## config.mk

```make
export PLATFORM = sky130hd
export DESIGN_NAME = led_panel_shifter
export DESIGN_NICKNAME = d
export VERILOG_FILES = /design/src/rtl/led_panel_shifter.sv
export SDC_FILE = /design/constraint.sdc
export NUM_CORES = 1
export LEC_CHECK = 0
export CAP_MARGIN = 20
export CORE_ASPECT_RATIO = 1.25
export CORE_MARGIN = 10
export CORE_UTILIZATION = 60
export CTS_BUF_LIST = sky130_fd_sc_hd__clkbuf_4
export CTS_CLUSTER_DIAMETER = 100
export DETAILED_ROUTE_END_ITERATION = 10
export PLACE_DENSITY = 0.83
export SLEW_MARGIN = 0
export SYNTH_ARGS = -nofsm -noshare
export SYNTH_HDL_FRONTEND = slang
export SYNTH_SLANG_ARGS = --single-unit
```

## constraint.sdc

```tcl
create_clock -name clk -period 5.73 [get_ports clk]
set_clock_uncertainty 0.05 [all_clocks]
set_input_delay 1.146 -clock clk [delete_from_list [all_inputs] [get_ports clk]]
set_output_delay 1.146 -clock clk [all_outputs]
set_load 0.005 [all_outputs]
```

## src/rtl/led_panel_shifter.sv

```systemverilog
// Scan/shift timing generator for a 1/16-scan HUB75-style LED panel.
// Produces shift clock, latch, active-low OE, row address and the column index for the pixel source.
module led_panel_shifter #(
   parameter int COLS      = 64,
   parameter int ON_CYCLES = 16
) (
   input  logic       clk,
   input  logic       rst_n,
   output logic       led_clk,
   output logic       led_latch,
   output logic       led_oe,
   output logic [3:0] dmux,
   output logic [5:0] x
);

   localparam int DW = (ON_CYCLES > 0) ? $clog2(ON_CYCLES + 1) : 1;
   localparam logic [5:0]    COL_LAST  = 6'(COLS - 1);
   localparam logic [DW-1:0] DISP_LAST = DW'((ON_CYCLES > 0) ? ON_CYCLES - 1 : 0);

   typedef enum logic [2:0] {
      S_SHIFT,
      S_BLANK,
      S_LATCH,
      S_ROW,
      S_DISP
   } state_t;

   state_t        state_q, state_d;
   logic [5:0]    col_q, col_d;
   logic          phase_q, phase_d;
   logic [DW-1:0] disp_q, disp_d;
   logic [3:0]    dmux_q, dmux_d;
   logic          primed_q, primed_d;
   logic          led_clk_q, led_clk_d;
   logic          led_latch_q, led_latch_d;
   logic          led_oe_q, led_oe_d;

   always_ff @(posedge clk) begin
      if (!rst_n) begin
         state_q     <= S_SHIFT;
         col_q       <= '0;
         phase_q     <= 1'b0;
         disp_q      <= '0;
         dmux_q      <= 4'd15;
         primed_q    <= 1'b0;
         led_clk_q   <= 1'b0;
         led_latch_q <= 1'b0;
         led_oe_q    <= 1'b1;
      end else begin
         state_q     <= state_d;
         col_q       <= col_d;
         phase_q     <= phase_d;
         disp_q      <= disp_d;
         dmux_q      <= dmux_d;
         primed_q    <= primed_d;
         led_clk_q   <= led_clk_d;
         led_latch_q <= led_latch_d;
         led_oe_q    <= led_oe_d;
      end
   end

   always_comb begin
      state_d  = state_q;
      col_d    = col_q;
      phase_d  = phase_q;
      disp_d   = disp_q;
      dmux_d   = dmux_q;
      primed_d = primed_q;
      case (state_q)
         S_SHIFT: begin
            if (!phase_q) begin
               phase_d = 1'b1;
            end else begin
               phase_d = 1'b0;
               if (col_q == COL_LAST) state_d = S_BLANK;
               else                   col_d   = col_q + 6'd1;
            end
         end
         S_BLANK: state_d = S_LATCH;
         S_LATCH: state_d = S_ROW;
         S_ROW: begin
            // Row address moves only here, while the panel is blanked.
            dmux_d   = 4'(dmux_q + 4'd1);
            primed_d = 1'b1;
            col_d    = '0;
            phase_d  = 1'b0;
            if (ON_CYCLES == 0) begin
               state_d = S_SHIFT;
            end else begin
               state_d = S_DISP;
               disp_d  = DISP_LAST;
            end
         end
         S_DISP: begin
            if (disp_q == '0) state_d = S_SHIFT;
            else              disp_d  = disp_q - DW'(1);
         end
         default: state_d = S_SHIFT;
      endcase
   end

   // Outputs are decoded from the next state so they appear registered alongside it.
   always_comb begin
      led_clk_d   = (state_d == S_SHIFT) && phase_d;
      led_latch_d = (state_d == S_LATCH);
      case (state_d)
         S_SHIFT: led_oe_d = ~primed_d;
         S_DISP:  led_oe_d = 1'b0;
         default: led_oe_d = 1'b1;
      endcase
   end

   assign led_clk   = led_clk_q;
   assign led_latch = led_latch_q;
   assign led_oe    = led_oe_q;
   assign dmux      = dmux_q;
   assign x         = col_q;

endmodule

```

# [Yosys cells after proc, flatten, opt, wreduce, memory -nomap -nowiden]
# Cells that the tools add are included.
[classes] add_sub_neg=3 n_eq_ne=10 muxes=13 bitwise=1 n_reduce_logical=8
[ops] op="$pmux 3 s5" n=1
[ops] op="$mux 6" n=2
[ops] op="$pmux 6 s2" n=1
[ops] op="$pmux 5 s2" n=1
[ops] op="$eq 3x2->1 const B" n=3
[ops] op="$mux 3" n=3
[ops] op="$add 6x1->6 const B" n=1
[ops] op="$eq 3x3->1 const B" n=2
[ops] op="$eq 6x6->1 const B" n=1
[ops] op="$logic_not 3->1" n=2
[ops] op="$ne 2x2->1 const B" n=3
[ops] op="$logic_not 5->1" n=1
[ops] op="$mux 5" n=1
[ops] op="$sub 5x1->5 const B" n=1
[ops] op="$add 4x1->4 const B" n=1
[ops] op="$pmux 1 s2" n=2
[ops] op="$reduce_bool 2->1" n=2
[ops] op="$eq 3x1->1 const B" n=1
[ops] op="$reduce_and 3->1" n=1
[ops] op="$mux 1" n=2
[ops] op="$reduce_and 2->1" n=1
[ops] op="$logic_and 1x1->1" n=1
[ops] op="$not 1->1" n=1
[word_totals] output_inout_bits=13 register_bits=23 wordCells=44

# [Longest topological paths before layout]
# Gate-level depths: netlist (run 1).
[depth] word_depth=6 ltp_mapped=7

# [Worst setup path after synthesis (run 1)]
# Ideal clock, no wire load.
[synth_path] path_type="input to register" startpoint="input rst_n" endpoint="register col_q[4] (netlist: x[4])" path_buffers=2 stages=5 path_slack_ns=3.485 arrival_time_ns=2.123 setup_ns=0.072 cell_sequence="clkbuf_1 inv_1 clkbuf_1 or3_1 mux2i_1"
[synth_rtl] item="from (decl)" line="8" rtl="input logic rst_n,"
[synth_rtl] item="to (signal assigned)" line="51" rtl="col_q <= col_d;"
[synth_rtl] item="to (decl)" line="29" rtl="logic [5:0] col_q, col_d;"

# [Worst setup path in the final report (run 1)]
[layout_path] startpoint="register col_q[2] (netlist: x[2])" endpoint="output x[2]"
[layout_rtl] item="to (decl)" line="13" rtl="output logic [5:0] x"
# No word-level cell between the ends.

==> results of run 1 <==
-- layout by cell type (no fill, tap or decap), drive strengths merged, types with 2 or more instances in the layout --
| cell type | instances |
|---|---|
| nand4 | 3 |
| inv | 5 |
| nand2b | 3 |
| clkdlybuf4s50 | 14 |
| or3 | 4 |
| nand2 | 14 |
| nor3 | 3 |
| o31ai | 3 |
| or4 | 2 |
| ha | 4 |
| mux2i | 3 |
| and3 | 3 |
| xnor2 | 2 |
| nand3 | 4 |
| o21ai | 4 |
| dfxtp | 23 |
| a21oi | 9 |
| nor2 | 5 |
| and2 | 2 |
| xor2 | 2 |
| clkbuf | 3 |
| a211oi | 6 |
-- per-stage QoR --
stage | utilization, % | hold WS [ns] | cells | setup WS, ns
CTS | 71.4 | 0.428 | 154 | 3.23
global placement | 69.9 | 0.400 | 150 | 3.10
detailed placement | 69.9 | 0.409 | 150 | 2.99
finish | 71.4 | 0.425 | 154 | 3.24
floorplan | - | 0.383 | 124 | 3.49
global route | 71.4 | 0.462 | 154 | 3.17
-- kinds of logic after synthesis --
kind of cell | Yosys count | synth area share, %
compound gates | 28 | 16.6
xor+xnor | 4 | 3.17
fa+ha+maj | 4 | 4.53
buf+inv | 12 | 4.98
flops | 23 | 41.6
mux | 3 | 2.72
simple gates | 50 | 26.4
-- power by group through the flow --
stage	clock [mW]	combinational [mW]	sequential [mW]
after CTS	0.0754	0.0141	0.164
after detailed placement	0	0.0141	0.168
after global routing	0.0818	0.0156	0.165
after global placement	0	0.0137	0.168
final	0.0741	0.0140	0.165
after floorplan	0	0.00842	0.168
-- metal layers --
metal / global-route usage (%) / vias up / part of all wire (%)
met3: 4.07 / 9 / 7.3
met5: 0 / - / 0
met4: 3.82 / 0 / 1.2
li1: - / 471 / -
met1: 12.7 / 439 / 44
met2: 20.7 / 37 / 48
-- sequential cells by signal, indices dropped and copies added (netlist names) --
register   flops
x              6
disp_q         5
dmux           4
state_q        3
led_clk        1
led_latch      1
led_oe         1
phase_q        1
primed_q       1
-- worst register-to-register path, delay by kind of cell, from the launching register on --
| kind | cells | cell delay, ns |
|---|---|---|
| DFF | 1 | 0.55 |
| and+or+nand+nor | 2 | 0.90 |
| AOI/OAI and AO/OA | 2 | 0.32 |
-- layout make-up --
class / instances / area, sq um
Inverter: 5 / 18.8
Tap cell: 19 / 23.8
Multi-Input combinational cell: 89 / 591
Fill cell: 142 / 504
Timing Repair Buffer: 14 / 140
Clock buffer: 3 / 22.5
Clock inverter: 1 / 5.00
Sequential cell: 23 / 460
-- worst paths after layout --
| path | cells after the start | start | slack (ns) | to |
|---|---|---|---|---|
| max | 1 | x[2] | 3.24 | x[2] |
| max reg2reg | 4 | state_q[0] | 3.86 | disp_q[4] |
| min reg2reg | 2 | primed_q | 0.42 | primed_q |
| min | 2 | primed_q | 0.42 | primed_q |
==> summary.md, run 1 <==
| Metric | Value |
|---|---|
| Status | `finished, final reports clean` |
| Vias in the first global route | `around 870` |
| IO Port Bufs | `14` |
| Final hold violation count | `0` |
| Final setup fails | `0` |
| I/O pins | `15` |
| CTS Buf Count | `3` |
| Routed wire length | `2280 um` |
| Yosys warnings | `0` |
| Internal Power | `between 150 and 200 uW` |
| Synthesized area | `around 1100 sq um` |
| Setup_tns | `0 ns` |
| Clk slew on worst S/H paths | `~0.13 ns` |
| RSZ-0062 raised after global routing | `no` |
| Total power | `253 uW` |
| 1st-pass router iterations | `5` |
| Most frequent cells after synthesis | `23 x dfxtp_1, 14 x nand2_1, 9 x a21oi_1` |
| Power Density | `around 200 nW/um^2` |
| Async SR Flop Fraction | `0%` |
| Yosys cell types | `39` |
| Max-Cap Viols | `0` |
| HP Class | `reg -> reg` |
| Worst Tran Pin Value | `roughly 0.48 ns` |
| Leakage power | `0.470 nW` |
| Sequential fraction of the synthesis area | `a little over two fifths` |
| Wirelength per Cell | `around 15 um` |
| Row Count | `17` |
| H-Tree Depth | `1` |
| Die width | `58.4 um` |
| Crit-path leading delay family | `buffers and inverters` |
| Achievable clock frequency | `approximately 400 MHz` |
| #FFs+latches synth | `23` |
| Initial Util | `a little over three fifths` |
| CP Capture Type | `output pin` |
| Post-Syn Instances | `124` |
| Maximum vdd drop | `0.163 mV` |
| Cell Chain, Critical Path | `clkdlybuf4s50_1` |
| Die H | `between 60 and 70 um` |
| Hold buffers post-CTS | `0` |
| Max Fanout on Critical Path | `7` |
| Via Count | `956` |
| Top FF cell, synth | `dfxtp_1` |
| Fin crit share | `43.4%` |
| Largest stage delay, worst path | `between 0.5 and 0.6 ns` |
| Startpoint types | `flop` |
| Final Wtd Congestion | `0.841` |
| Fin area | `~1300 sq um` |
| Post-Syn Nets | `130` |
| Post-DP Area | `around 1200 sq um` |
| Largest area contributor in the netlist | `dfxtp_1` |
| Die ar. | `3970 sq um` |
| Clock latency at the later pin of the worst-skew pair | `roughly 0.31 ns` |
| Nets | `approximately 140` |
| Max-slew violations | `0` |
| Sw Share | `22.8%` |
| Core area | `roughly 1800 sq um` |
| Largest net degree at the start of global routing | `17` |
| EDFF count, synth | `0` |
| Synth area leaders | `dfxtp_1 42%, nand2_1 4.8%, ha_1 4.5%, a21oi_1 4.1%, a211oi_1 4.1%` |
| CP required | `about 4.5 ns` |
| First-pass GRT wire length | `approximately 3800 um` |
| Combinational share of power | `under 10%` |
| Setup CP Type | `reg -> out` |
| Gr ovfl total | `0` |
| CTS sink count | `23` |
| Number of setup buffers added after CTS | `0` |
| Area share of the largest cell type after synthesis | `between 40% and 50%` |
| Post-DP HPWL | `~1700 um` |
| Total GRT Usage | `a little under an eighth` |
| Antenna Nets Post-Route | `0` |
| TritonCTS clock tree | `built` |
| Root buf cell | `clkbuf_4` |
| Max clock buf depth | `2` |
| Worst path slowest cell | `clkdlybuf4s50_1` |
| Synthesis-to-layout area growth | `14.0%` |
| Seq pwr share | `around 65%` |
| Net Sw Power | `approximately 58 uW` |
| CP Buf/Inv Count | `1` |
| Antenna Cells | `0` |
| Critical Path AT | `between 1 and 1.5 ns` |
| DRC | `0` |
| Via density | `a little over 6` |
| Layout cells sized above 1 | `about 6.7%` |
| Iteration-0 DRC count of the detailed router | `38` |
| Synthesized area per cell | `roughly 8.9 sq um` |
| Slew HR | `67.9%` |
| Initial antenna violation count | `0` |
| Top-count cell post-synth | `dfxtp_1` |
| Crit path time final | `between 2 and 2.5 ns` |
| Post_cts resized | `0` |
| Clock share of power | `~30%` |
Note: power is estimated with default switching activity, not from simulation.
==> run 2: changes to the inputs <==
- CORE_UTILIZATION: 60 -> 55
- PLACE_DENSITY: 0.83 -> 0.77
- clock period: 5.73 -> 2.4 ns (I/O delays scaled with it)
==> summary.md, run 2 (synthesized netlist as in run 1, its figures left out) <==
| Metric | Value |
|---|---|
| Status | `finished, final reports clean` |
| Fin crit share | `76.5%` |
| Final setup fails | `0` |
| Number of setup buffers added after CTS | `0` |
| 1st-pass router iterations | `4` |
| Row Count | `18` |
| Clk slew on worst S/H paths | `0.12 ns` |
| Via density | `approximately 6` |
| Min-delay src | `primed_q` |
| Vias in the first global route | `approximately 900` |
| Final Wtd Congestion | `~0.83` |
| Max Fanout on Critical Path | `16` |
| CTS Buf Count | `3` |
| Die H | `roughly 70 um` |
| Layout cells sized above 1 | `7.35%` |
| Via Count | `slightly above 900` |
| I/O pins | `15` |
| Leakage power | `~0.47 nW` |
| DRC | `0` |
| First-pass GRT wire length | `between 3000 and 4000 um` |
| Max FFs per register | `6` |
| Antenna Cells | `0` |
| Slew HR | `around two thirds` |
| Most frequent cells in the layout | `23 x dfxtp_1, 14 x nand2_1, 14 x clkdlybuf4s50_1` |
| Synthesis-to-layout area growth | `14.8%` |
| Core area | `between 1500 and 2000 sq um` |
| Power Density | `around 470 nW/um^2` |
| Routed wire length | `approximately 2200 um` |
| Antenna Nets Post-Route | `0` |
| Crit path time final | `roughly 1.8 ns` |
| Clock latency at the later pin of the worst-skew pair | `~0.30 ns` |
| Setup CP Type | `reg -> reg` |
| Final Util | `between 60% and 70%` |
| Initial antenna violation count | `0` |
| HP Class | `reg -> reg` |
| Worst Tran Pin Value | `0.484 ns` |
| Initial Util | `57.1%` |
| Final hold violation count | `0` |
| Gr ovfl total | `0` |
| Max-slew violations | `0` |
| Die width | `60.1 um` |
| Commonest non-fill, non-tap cell in the layout | `dfxtp_1` |
| Total GRT Usage | `11.0%` |
| Post_cts resized | `0` |
| Startpoint types | `flop` |
| Max clock buf depth | `2` |
| Achievable clock frequency | `545 MHz` |
| Nets | `between 100 and 150` |
| Root buf cell | `clkbuf_4` |
| Maximum vdd drop | `0.344 mV` |
| H-Tree Depth | `1` |
| Iteration-0 DRC count of the detailed router | `between 40 and 50` |
| Largest net degree at the start of global routing | `17` |
| Max-Cap Viols | `0` |
| Post-DP HPWL | `about 1700 um` |
| CP required | `about 2.6 ns` |
| Crit path from | `state_q[2]` |
| Worst r2r src | `state_q[2]` |
| Critical Path AT | `2.03 ns` |
| Wirelength per Cell | `14.4 um` |
| TritonCTS clock tree | `built` |
| CP Capture Type | `flop` |
| Setup_tns | `0 ns` |
| Die ar. | `roughly 4200 sq um` |
| IO Port Bufs | `14` |
| CTS sink count | `23` |
| RSZ-0062 raised after global routing | `no` |
| Hold buffers post-CTS | `0` |
## run 2: cell count changes in the layout (fill, tap and decap cells not counted), sizes merged
cell,before,now
buf,0,1
## run 2: final cells by class
class / count / area, sq um
Fill cell: 170 / 667
Multi-Input combinational cell: 89 / 591
Sequential cell: 23 / 460
Timing Repair Buffer: 15 / 148
Tap cell: 20 / 25.0
Clock buffer: 3 / 22.5
Inverter: 5 / 18.8
Clock inverter: 1 / 5.00
## run 2: path summary, 6_finish.rpt
check,slack (ns),end,depth (start not counted)
worst max-delay path,0.56,disp_q[4],4
worst min-delay path,0.43,primed_q,2
worst max register to register,0.56,disp_q[4],4
worst min register to register,0.43,primed_q,2
## run 2: critical path: stages (launching register included)
cell	delay, ns
dfxtp_1	0.48
and3b_1	0.57
a31oi_1	0.15
or3_1	0.38
a21oi_1	0.15
## run 2: stage by stage
step / total power [mW] / hold WS [ns] / worst slack [ns] / instances / cell area, sq um
floorplan: 0.420 / 0.383 / 0.557 / 124 / 1110
global placement: 0.436 / 0.404 / 0.622 / 152 / 1240
detailed placement: 0.436 / 0.405 / 0.586 / 152 / 1240
CTS: 0.606 / 0.424 / 0.563 / 156 / 1270
global route: 0.633 / 0.463 / 0.383 / 156 / 1270
finish: 0.601 / 0.428 / 0.564 / 156 / 1270
## run 2: routing by layer
layer	wire [um]	track usage [%]	share of wire, %	vias to the layer above
li1	-	-	-	473
met1	1010	13.4	45	438
met2	1080	17.5	48	18
met3	128	3.44	5.7	4
met4	30	3.75	1.3	0
met5	0	0	0	-
## run 2: report_power, final
part	switching [mW]	leakage [nW]	internal, mW
Sequential	0.00588	0.186	0.387
Clock	0.111	0.0177	0.0620
Combinational	0.0172	0.271	0.0179
